--- src/rtl/hilo_unit.sv ---
// rtl/hilo_unit.sv - iterative 32-bit multiply/divide unit owning the HI/LO register pair
//
// Ports:
//   clk_i      clock, all state updates on the rising edge
//   rst_i      synchronous active-high reset
//   start_i    operation request, sampled only in IDLE
//   op_i       00 MULTU, 01 MULT, 10 DIVU, 11 DIV
//   a_i        multiplicand / dividend, latched on accepted start
//   b_i        multiplier / divisor, latched on accepted start
//   hi_we_i    direct write of wdata_i into HI (IDLE only, loses to start_i)
//   lo_we_i    direct write of wdata_i into LO (IDLE only, loses to start_i)
//   wdata_i    data for direct HI/LO writes
//   busy_o     operation in progress
//   done_o     one-cycle pulse when HI/LO take a new op result
//   hi_o       HI register: product upper word or remainder
//   lo_o       LO register: product lower word or quotient
module hilo_unit (
    input  logic        clk_i,
    input  logic        rst_i,
    input  logic        start_i,
    input  logic [1:0]  op_i,
    input  logic [31:0] a_i,
    input  logic [31:0] b_i,
    input  logic        hi_we_i,
    input  logic        lo_we_i,
    input  logic [31:0] wdata_i,
    output logic        busy_o,
    output logic        done_o,
    output logic [31:0] hi_o,
    output logic [31:0] lo_o
);

    typedef enum logic [1:0] {
        S_IDLE = 2'd0,
        S_RUN  = 2'd1,
        S_FIX  = 2'd2
    } state_t;

    state_t      state_q;
    logic [4:0]  cnt_q;
    logic        is_div_q;
    logic        neg_res_q;   // signs differ on a signed op: negate product / quotient
    logic        neg_rem_q;   // DIV with negative dividend: negate remainder
    logic        div_zero_q;
    logic [31:0] a_orig_q;    // untouched dividend, returned in HI on divide by zero
    logic [31:0] m_q;         // multiplicand magnitude (mul) or divisor magnitude (div)
    logic [63:0] p_q;         // {accumulator, multiplier} or {remainder, dividend/quotient}
    logic [63:0] p_d;
    logic [31:0] hi_q;
    logic [31:0] lo_q;
    logic        busy_q;
    logic        done_q;

    // Operand magnitudes at start time
    logic        a_neg;
    logic        b_neg;
    logic [31:0] a_mag;
    logic [31:0] b_mag;

    always_comb begin
        a_neg = op_i[0] & a_i[31];
        b_neg = op_i[0] & b_i[31];
        a_mag = a_neg ? (~a_i + 32'd1) : a_i;
        b_mag = b_neg ? (~b_i + 32'd1) : b_i;
    end

    // One iteration of shift-add multiply or restoring divide
    logic [32:0] mul_sum;
    logic [32:0] rem_sh;
    logic [32:0] rem_diff;

    always_comb begin
        mul_sum  = {1'b0, p_q[63:32]} + (p_q[0] ? {1'b0, m_q} : 33'd0);
        rem_sh   = {p_q[63:32], p_q[31]};
        rem_diff = rem_sh - {1'b0, m_q};
        if (is_div_q) begin
            if (rem_sh >= {1'b0, m_q}) begin
                p_d = {rem_diff[31:0], p_q[30:0], 1'b1};
            end else begin
                p_d = {rem_sh[31:0], p_q[30:0], 1'b0};
            end
        end else begin
            // Sum carries into bit 63 as the accumulator shifts right
            p_d = {mul_sum, p_q[31:1]};
        end
    end

    // Sign correction applied in FIX
    logic [63:0] prod_fix;
    logic [31:0] quot_fix;
    logic [31:0] rem_fix;
    logic [31:0] fix_hi;
    logic [31:0] fix_lo;

    always_comb begin
        prod_fix = neg_res_q ? (~p_q + 64'd1) : p_q;
        quot_fix = neg_res_q ? (~p_q[31:0] + 32'd1) : p_q[31:0];
        rem_fix  = neg_rem_q ? (~p_q[63:32] + 32'd1) : p_q[63:32];
        if (is_div_q) begin
            if (div_zero_q) begin
                fix_hi = a_orig_q;
                fix_lo = 32'hFFFF_FFFF;
            end else begin
                fix_hi = rem_fix;
                fix_lo = quot_fix;
            end
        end else begin
            fix_hi = prod_fix[63:32];
            fix_lo = prod_fix[31:0];
        end
    end

    always_ff @(posedge clk_i) begin
        if (rst_i) begin
            state_q    <= S_IDLE;
            cnt_q      <= 5'd0;
            is_div_q   <= 1'b0;
            neg_res_q  <= 1'b0;
            neg_rem_q  <= 1'b0;
            div_zero_q <= 1'b0;
            a_orig_q   <= 32'd0;
            m_q        <= 32'd0;
            p_q        <= 64'd0;
            hi_q       <= 32'd0;
            lo_q       <= 32'd0;
            busy_q     <= 1'b0;
            done_q     <= 1'b0;
        end else begin
            done_q <= 1'b0;
            case (state_q)
                S_IDLE: begin
                    if (start_i) begin
                        state_q    <= S_RUN;
                        cnt_q      <= 5'd0;
                        busy_q     <= 1'b1;
                        is_div_q   <= op_i[1];
                        neg_res_q  <= a_neg ^ b_neg;
                        neg_rem_q  <= a_neg;
                        div_zero_q <= (b_i == 32'd0);
                        a_orig_q   <= a_i;
                        m_q        <= op_i[1] ? b_mag : a_mag;
                        p_q        <= {32'd0, op_i[1] ? a_mag : b_mag};
                    end else begin
                        if (hi_we_i) begin
                            hi_q <= wdata_i;
                        end
                        if (lo_we_i) begin
                            lo_q <= wdata_i;
                        end
                    end
                end
                S_RUN: begin
                    p_q   <= p_d;
                    cnt_q <= cnt_q + 5'd1;
                    if (cnt_q == 5'd31) begin
                        state_q <= S_FIX;
                    end
                end
                S_FIX: begin
                    hi_q    <= fix_hi;
                    lo_q    <= fix_lo;
                    done_q  <= 1'b1;
                    busy_q  <= 1'b0;
                    state_q <= S_IDLE;
                end
                default: begin
                    state_q <= S_IDLE;
                    busy_q  <= 1'b0;
                end
            endcase
        end
    end

    assign busy_o = busy_q;
    assign done_o = done_q;
    assign hi_o   = hi_q;
    assign lo_o   = lo_q;

endmodule

--- config.mk ---
export PLATFORM = sky130hd
export DESIGN_NAME = hilo_unit
export DESIGN_NICKNAME = d
export VERILOG_FILES = /design/src/rtl/hilo_unit.sv
export SDC_FILE = /design/constraint.sdc
export NUM_CORES = 1
export LEC_CHECK = 0
export ABC_AREA = 1
export CAP_MARGIN = 30
export CORE_MARGIN = 2
export CORE_UTILIZATION = 31
export DETAILED_ROUTE_END_ITERATION = 7
export GPL_ROUTABILITY_DRIVEN = 0
export PLACE_DENSITY_LB_ADDON = 0.15
export SETUP_SLACK_MARGIN = 0.3
export SLEW_MARGIN = 25
export SYNTH_ARGS = -nofsm -noshare
export SYNTH_HDL_FRONTEND = slang
export SYNTH_SLANG_ARGS = --single-unit
--- constraint.sdc ---
create_clock -name clk_i -period 2.2 [get_ports clk_i]
set_input_delay 0.55 -clock clk_i [delete_from_list [all_inputs] [get_ports clk_i]]
set_output_delay 0.55 -clock clk_i [all_outputs]
set_load 0.02 [all_outputs]
# --- After elaboration in Yosys (flattened, before gate mapping) ---
# Index checks and enable logic that the tools add are counted.
totals:
  ff_bits: 205
  latchBits: 0
  ramBits: 0
  mem_bits_ro: 0
  input_bits: 103
  output_inout_bits: 66
  n_memories: 0
op_classes:
  add_sub_neg: 8
  multipliers: 0
  n_div: 0
  n_lt_le_gt_ge: 1
  eq_ne: 8
  shifts: 0
  mux: 30
  n_bitwise: 9
  n_reduce_logical: 10
op_table:
  columns: ["operator", "count"]
  rows:
  - ["32-bit two-way mux", 15]
  - ["64-bit two-way mux", 4]
  - ["32-bit by 1-bit adder with 32-bit output (second input constant)", 4]
  - ["32-bit NOT", 4]
  - ["32-bit one-hot mux with 2 select lines", 2]
  - ["64-bit one-hot mux with 2 select lines", 1]
  - ["64-bit by 1-bit adder with 64-bit output (second input constant)", 1]
  - ["64-bit NOT", 1]
  - ["32-bit by 32-bit adder with 33-bit output", 1]
  - ["33-bit by 32-bit >= comparator with 1-bit output", 1]
  - ["32-bit logical NOT", 1]
  - ["32-bit subtractor", 1]
  - ["2-bit != test (second input constant)", 5]
  - ["5-bit one-hot mux with 2 select lines", 1]
  - ["2-bit AND reduction", 4]
  - ["3-bit AND reduction", 2]
  - ["5-bit by 1-bit adder with 5-bit output (second input constant)", 1]
  - ["5-bit == test (second input constant)", 1]
  - ["5-bit two-way mux", 1]
  - ["2-bit two-way mux", 2]
  - ["2-bit one-hot mux with 2 select lines", 1]
  - ["2-bit nonzero test", 2]
  - ["1-bit bitwise AND", 2]
  - ["2-bit by 1-bit == test with 1-bit output (second input constant)", 1]
  - ["other kinds (6)", 7]

# --- Logic depth before layout (Yosys ltp) ---
# Gate-level depths: netlist of the first run.
depth:
  depth_word: 6
  ltp_mapped: 21

# --- Least setup slack after synthesis of the first run ---
# OpenSTA, ideal clock, no wires.
synth_timing:
  path_type: "register -> register"
  start: "register p_q[0]"
  end: "register p_q[55]"
  setup_ps: 70
  arrival_ps: 2269
  required_time_ps: 2130
  slack_ps: -140
  stages_incl_launch_ff: 17
  period_less_slack_ps: 2340
  cell_sequence: "dfxtp_1 > buf_6 > clkbuf_1 > nand2_1 > inv_1 > ha_1 > inv_1 > fa_1 > o21bai_1 > inv_1 > o21ai_0 > nand2_1 > nand3_1 > nand2_1 > nand3_1 > nand3_1 > a21oi_1"
synth_between:
  elab_chain_len: 4
synth_lines:
  columns: ["element", "line_no", "source"]
  rows:
  - ["start, declared", "47", "logic [63:0] p_q;"]
  - ["start signal, assigned", "142", "p_q <= {32'd0, op_i[1] ? a_mag : b_mag};"]
  - ["start signal, assigned", "153", "p_q <= p_d;"]
  - ["32-bit two-way mux", "73", "mul_sum = {1'b0, p_q[63:32]} + (p_q[0] ? {1'b0, m_q} : 33'd0);"]
  - ["32-bit by 32-bit adder with 33-bit output", "73", null]
  - ["64-bit two-way mux", "76", "if (is_div_q) begin"]
  - ["64-bit one-hot mux with 2 select lines", "130", "case (state_q)"]
# Every way passes these cells.
# A chain may end at the register's enable or synchronous reset.

# --- Worst setup path in the final report of the first run ---
layout_timing:
  start: "register p_q[0]"
  end: "register p_q[58]"
# The elaborated chain is that of the path after synthesis.

==> flow_metrics.env, run 1 <==
export IMPL_outcome="finished, violations left"
export IMPL_violations="setup timing"
export IMPL_worst_ep_arrival_time_ps=2820
export IMPL_yosys_area_top_type="dfxtp_1"
export IMPL_worstMarginPinSlew_ps=712
export IMPL_coreArea_mm2=0.0643
export IMPL_crit_path_max_fanout=7
export IMPL_hp_start="b_i[0]"
export IMPL_wire_per_inst_um=20.6
export IMPL_crit_buf_inv=4
export IMPL_synth_edf_count=0
export IMPL_grt_first_pass_wirelength_um=161000
export IMPL_numCtsBuffers=24
export IMPL_required_ps=2630
export IMPL_synth_area_leaders="dfxtp_1, nand2_1, inv_1"
export IMPL_clk_latency_ps=570
export IMPL_std_cell_rows=93
export IMPL_postRouteAntennaNets=0
export IMPL_setup_slack_ps=-183
export IMPL_max_stage_delay_ps=400
export IMPL_final_cell_mix="nand2_1, buf_4, inv_1"
export IMPL_synth_async_reset_ratio_pct=0
export IMPL_hp_class="input pin to register"
export IMPL_routedLengthMet1_um=46000
export IMPL_synth_flop_cell="dfxtp_1"
export IMPL_fin_crit_ps=2380
export IMPL_syn_nets=3837
export IMPL_crit_path_cell_trace="buf_8, buf_6, nand2_4, inv_4, ha_4, nand2_2, nor2_2, nand2_2, nor4_2, nand2_1, nand3_1, nand2_1, nor2_1, buf_4, nor2_2, nand2_1, a21oi_2"
export IMPL_power_density_mw_per_mm2=546
export IMPL_fin_skew_ps=33.1
export IMPL_numClockSinks=205
export IMPL_wl_met3_um=9760
export IMPL_synth_top_area_share_pct=20.4
export IMPL_tns_ps=-3880
export IMPL_final_core_util_pct=50.9
export IMPL_drt_vias_per_instance=5.27
export IMPL_path_clk_slew_ps=70
export IMPL_r2r_start="p_q[0]$_SDFFE_PP0P_"
export IMPL_wl_met2_um=47700
export IMPL_relSlewSlack_pct=52.0
export IMPL_holdWs_ps=443
export IMPL_firstDrtPassIters=6
export IMPL_grt_use_total_pct=31.7
export IMPL_synth_seq_cells=205
export IMPL_rsz0062_at_grt="true"
export IMPL_routed_wirelength_um=110000
export IMPL_antenna_found_initial=1
export IMPL_numPortBuffers=168
export IMPL_drc_errors=0
export IMPL_final_common_cell="nand2_1"
export IMPL_ir_drop_mv=0.511
export IMPL_grt_pass1_vias=25900
export IMPL_final_setup_viol_count=36
export IMPL_area_growth_pct=62.8
export IMPL_yosys_warnings=0
export IMPL_fin_crit_sh_pct=108
export IMPL_cp_common_cell="nand2_1"
export IMPL_critPathLaunchType="register"
export IMPL_slowest_stage="dfxtp_4"
export IMPL_clk_path_buf_depth=3
export IMPL_critical_path_startpoint="p_q[0]$_SDFFE_PP0P_"
export IMPL_synth_area_per_cell_um2=5.50
export IMPL_start_util_pct=31.3
export IMPL_max_cap_violations=0
export IMPL_root_buffer="clkbuf_16"
export IMPL_synthDistinctLibCells=51
export IMPL_power_mw=17.9
export IMPL_final_nets=4638
export IMPL_top_layer="met5"
export IMPL_cp_end_kind="register"
export IMPL_die_h_um=259
export IMPL_die_w_um=259
export IMPL_grt_max_degree=87
export IMPL_path_delay_family="simple AND/OR/NAND/NOR gates"
export IMPL_syn_inst=3662
export IMPL_drive_above_1_share_pct=35.0
export IMPL_cts_tree="done"
export IMPL_vias=28100
export IMPL_fmax_ghz=0.420
export IMPL_drtIter0Drc=2799
export IMPL_p_leak_nw=16.1
export IMPL_grt_overflow=0
export IMPL_dpl_hpwl_um=86900
export IMPL_die_area_mm2=0.0670
export IMPL_maxSlewViolCount=0
export IMPL_htreeDepth=1
export IMPL_pre_cts_ws_ps=-693
export IMPL_finalHoldViolations=0
export IMPL_path_class="register to register"
export IMPL_design_portCount=169
export IMPL_synth_area_mm2=0.0201
export IMPL_ys_seq_area_share_pct=20.4
==> worst register-to-register path, delay by kind of cell (launching register included) <==
family	cells	cell delay (ps)
AO/OA/AOI/OAI	1	50
AND/OR/NAND/NOR	11	1040
adder cells (fa/ha/maj)	1	290
flip-flops	1	400
buffers and inverters	4	470
==> cell type report <==
type	instances	area (µm²)
Clock inverter	10	174
Timing Repair Buffer	932	8150
Tap cell	855	1070
Multi-Input combinational cell	2791	16500
Fill cell	6520	31600
Sequential cell	205	4200
Clock buffer	32	681
Inverter	509	1970
Antenna cell	1	2.50
==> routing by layer <==
metal / up-vias / GRT usage [%]
met4: 2 / 14.9
met2: 1381 / 49.9
li1: 13500 / -
met3: 283 / 4.23
met1: 13000 / 42.7
met5: - / 0
==> Yosys cell counts, types with 14 or more instances <==
master    number
a21oi_1      351
buf_1         20
buf_2         25
clkbuf_1     108
dfxtp_1      205
ha_1          70
inv_1        498
nand2_1     1008
nand3_1      323
nand3b_1      14
nand4_1       48
nor2_1       401
nor2_2        14
nor3_1        33
o211ai_1      33
o21ai_0      316
o21ai_1       17
xor2_1        56
==> metrics by stage <==
| step | cell area, µm² | cells |
|---|---|---|
| 2_1_floorplan | 20800 | 3662 |
| 3_3_place_gp | 28300 | 5198 |
| 3_5_place_dp | 28300 | 5198 |
| 4_1_cts | 31300 | 5305 |
| 5_1_grt | 32800 | 5334 |
| 6_report | 32800 | 5335 |
==> sequential cells by signal, summed over array words and instances, names as in the netlist <==
register,count
neg_rem_q,1
m_q,32
lo_o,32
a_orig_q,32
p_q,64
hi_o,32
div_zero_q,1
cnt_q,5
neg_res_q,1
state_q,2
done_o,1
is_div_q,1
busy_o,1
==> cells by family after synthesis <==
| family | synth area share (%) |
|---|---|
| DFF | 20.4 |
| xor gates and xnor gates | 2.65 |
| AOI/OAI and AO/OA | 20.3 |
| buffers and inverters | 12.8 |
| and+or+nand+nor | 39.3 |
| adders and majority gates | 4.55 |
==> final timing paths <==
kind	end	slack, ps	cells after the start
setup / recovery	p_q[58]$_SDFFE_PP0P_	-180	17
hold / removal	m_q[0]$_SDFFE_PP0P_	440	3
setup reg to reg	p_q[58]$_SDFFE_PP0P_	-180	17
hold reg to reg	cnt_q[3]$_SDFFE_PP0P_	470	2
==> power by group <==
part           internal, mW  total (mW)  switching, mW
clock                  2.65        4.49           1.84
combinational          3.86        9.04           5.18
sequential             4.02        4.35          0.333
==> repair_timing <==
item,CTS,global route
pin swaps,128,180
setup endpoints to repair,210,160
setup buffers,56,29
gates resized for setup,544,406
hold endpoints to repair,0,0
cloned,9,0
hold buffers,0,0
No activity file was read; power rests on OpenSTA's default activity.
==> inputs of run 2 (changes only) <==
- clock period: 2.2 -> 2.7 ns (I/O delays scaled with it)
==> flow_metrics.env, run 2 (same netlist as run 1, synthesis figures left out) <==
export IMPL_outcome="completed"
export IMPL_final_setup_viol_count=0
export IMPL_power_density_mw_per_mm2=469
export IMPL_routed_wirelength_um=105000
export IMPL_p_leak_nw=13.5
export IMPL_tns_ps=0
export IMPL_dp_cells=4876
export IMPL_hold_depth=2
export IMPL_drc_errors=0
export IMPL_regMostFlops="p_q"
export IMPL_drive_above_1_share_pct=21.5
export IMPL_r2r_slack_ps=300
export IMPL_grt_first_pass_wirelength_um=153000
export IMPL_cp_end_kind="register"
export IMPL_holdWs_ps=460
export IMPL_drtIter0Drc=2992
export IMPL_pwr_share_clk_pct=27.7
export IMPL_post_route_cell_area_mm2=0.0286
export IMPL_hold_end="cnt_q[3]$_SDFFE_PP0P_"
export IMPL_num_antenna_cells=0
export IMPL_ir_drop_mv=0.417
export IMPL_hp_class="register to register"
export IMPL_die_h_um=259
export IMPL_largest_reg_flops=64
export IMPL_vias=26300
export IMPL_worstMarginPinSlew_ps=841
export IMPL_area_growth_pct=41.9
export IMPL_fin_crit_ps=2400
export IMPL_die_w_um=259
export IMPL_pwr_share_seq_pct=26.7
export IMPL_final_common_cell="nand2_1"
export IMPL_antenna_found_initial=0
export IMPL_hp_start="cnt_q[3]$_SDFFE_PP0P_"
export IMPL_power_switching_mw=5.58
export IMPL_die_area_mm2=0.0670
export IMPL_std_cell_rows=93
export IMPL_grt_use_total_pct=30.1
export IMPL_clk_path_buf_depth=3
export IMPL_max_cap_violations=0
export IMPL_numCtsBuffers=26
export IMPL_numPortBuffers=168
export IMPL_layout_cells_non_filler=4989
export IMPL_r2r_start="p_q[39]$_SDFFE_PP0P_"
export IMPL_grt_max_degree=151
export IMPL_p_sw_share_pct=41.7
export IMPL_worst_ep_arrival_time_ps=2890
export IMPL_fmax_ghz=0.417
export IMPL_coreArea_mm2=0.0643
export IMPL_clk_latency_ps=590
export IMPL_cts_tree="done"
export IMPL_final_nets=4291
export IMPL_wire_per_inst_um=21.0
export IMPL_path_class="register to register"
export IMPL_required_ps=3190
export IMPL_firstDrtPassIters=6
export IMPL_p_int_mw=7.82
export IMPL_maxSlewViolCount=0
export IMPL_dpl_hpwl_um=82600
export IMPL_power_frac_comb_pct=45.6
export IMPL_relSlewSlack_pct=43.8
export IMPL_grt_pass1_vias=24100
export IMPL_root_buffer="clkbuf_16"
export IMPL_start_util_pct=31.3
export IMPL_design_portCount=169
export IMPL_fin_crit_sh_pct=88.9
export IMPL_final_cell_mix="nand2_1, inv_1, buf_4"
export IMPL_drt_vias_per_instance=5.28
export IMPL_critPathLaunchType="register"
export IMPL_worstReg2RegEnd="p_q[48]$_SDFFE_PP0P_"
export IMPL_path_clk_slew_ps=70
export IMPL_fin_skew_ps=38.6
export IMPL_rsz0062_at_grt="true"
export IMPL_finalHoldViolations=0
export IMPL_grt_overflow=0
export IMPL_postRouteAntennaNets=0
export IMPL_numClockSinks=205
export IMPL_postPlaceCellArea_mm2=0.0251
export IMPL_htreeDepth=1
export IMPL_r2r_cells=16
export IMPL_crit_path_max_fanout=8
run 2: worst max-delay path by stage:
stage,cells past startpoint,start,slack [ps],endpoint
5_1_grt,17,p_q[0]$_SDFFE_PP0P_,190,hi_o[20]$_SDFFE_PP0P_
3_5_place_dp,11,a_i[0],-300,m_q[31]$_SDFFE_PP0P_
6_report,16,p_q[39]$_SDFFE_PP0P_,300,p_q[48]$_SDFFE_PP0P_
4_1_cts,16,p_q[0]$_SDFFE_PP0P_,250,p_q[59]$_SDFFE_PP0P_
3_3_place_gp,11,a_i[0],-280,m_q[31]$_SDFFE_PP0P_
2_1_floorplan,16,p_q[0]$_SDFFE_PP0P_,360,p_q[55]$_SDFFE_PP0P_
run 2: layer usage:
layer	track usage, %	vias to the layer above	share of wire [%]
met3	4.28	229	9.1
met4	14.6	0	5.6
li1	-	12800	-
met2	46.6	1252	43
met5	0	-	0
met1	41.0	12100	42
run 2: final cells by class:
class / instances / area, µm²
flip-flops and latches: 205 / 4200
well taps: 855 / 1070
inverters: 509 / 1920
fillers: 6905 / 35800
multi-input cells: 2791 / 15200
repair buffers: 583 / 5310
clock inverters: 11 / 155
clock buffers: 35 / 724
run 2: power groups by stage:
stage	clock (mW)	sequential, mW	combinational [mW]
after floorplan	0	3.58	2.84
after global placement	0	3.61	5.19
final	3.71	3.58	6.10
after global routing	3.87	3.59	6.54
after CTS	3.74	3.56	5.57
after detailed placement	0	3.61	5.18
run 2: repair_timing:
item	CTS	global route
endpoints found under the hold margin	0	0
gates cloned	6	2
hold buffers	0	0
gates resized for setup	159	342
pin swaps	16	76
buffers inserted	13	46
endpoints found under the setup margin	65	105
run 2: critical path, cell delays in order (launching register included):
cell	delay [ps]
dfxtp_2	460
ha_4	260
nand2_2	110
inv_2	40
nand2_1	80
nand2_2	60
inv_2	70
nand3_4	110
nand2_2	100
nand2_2	70
nand3_4	90
buf_8	150
bufbuf_16	280
nand3_1	90
nand3_1	110
nand3_1	100
a21oi_1	160
run 2: metrics by stage:
| stage | util, % | power (mW) | setup slack, ps |
|---|---|---|---|
| after floorplan | - | 6.41 | 360 |
| after global placement | 39.0 | 8.80 | -276 |
| after detailed placement | 39.0 | 8.78 | -298 |
| after CTS | 42.0 | 12.9 | 252 |
| after global routing | 44.4 | 14.0 | 190 |
| final | 44.4 | 13.4 | 300 |
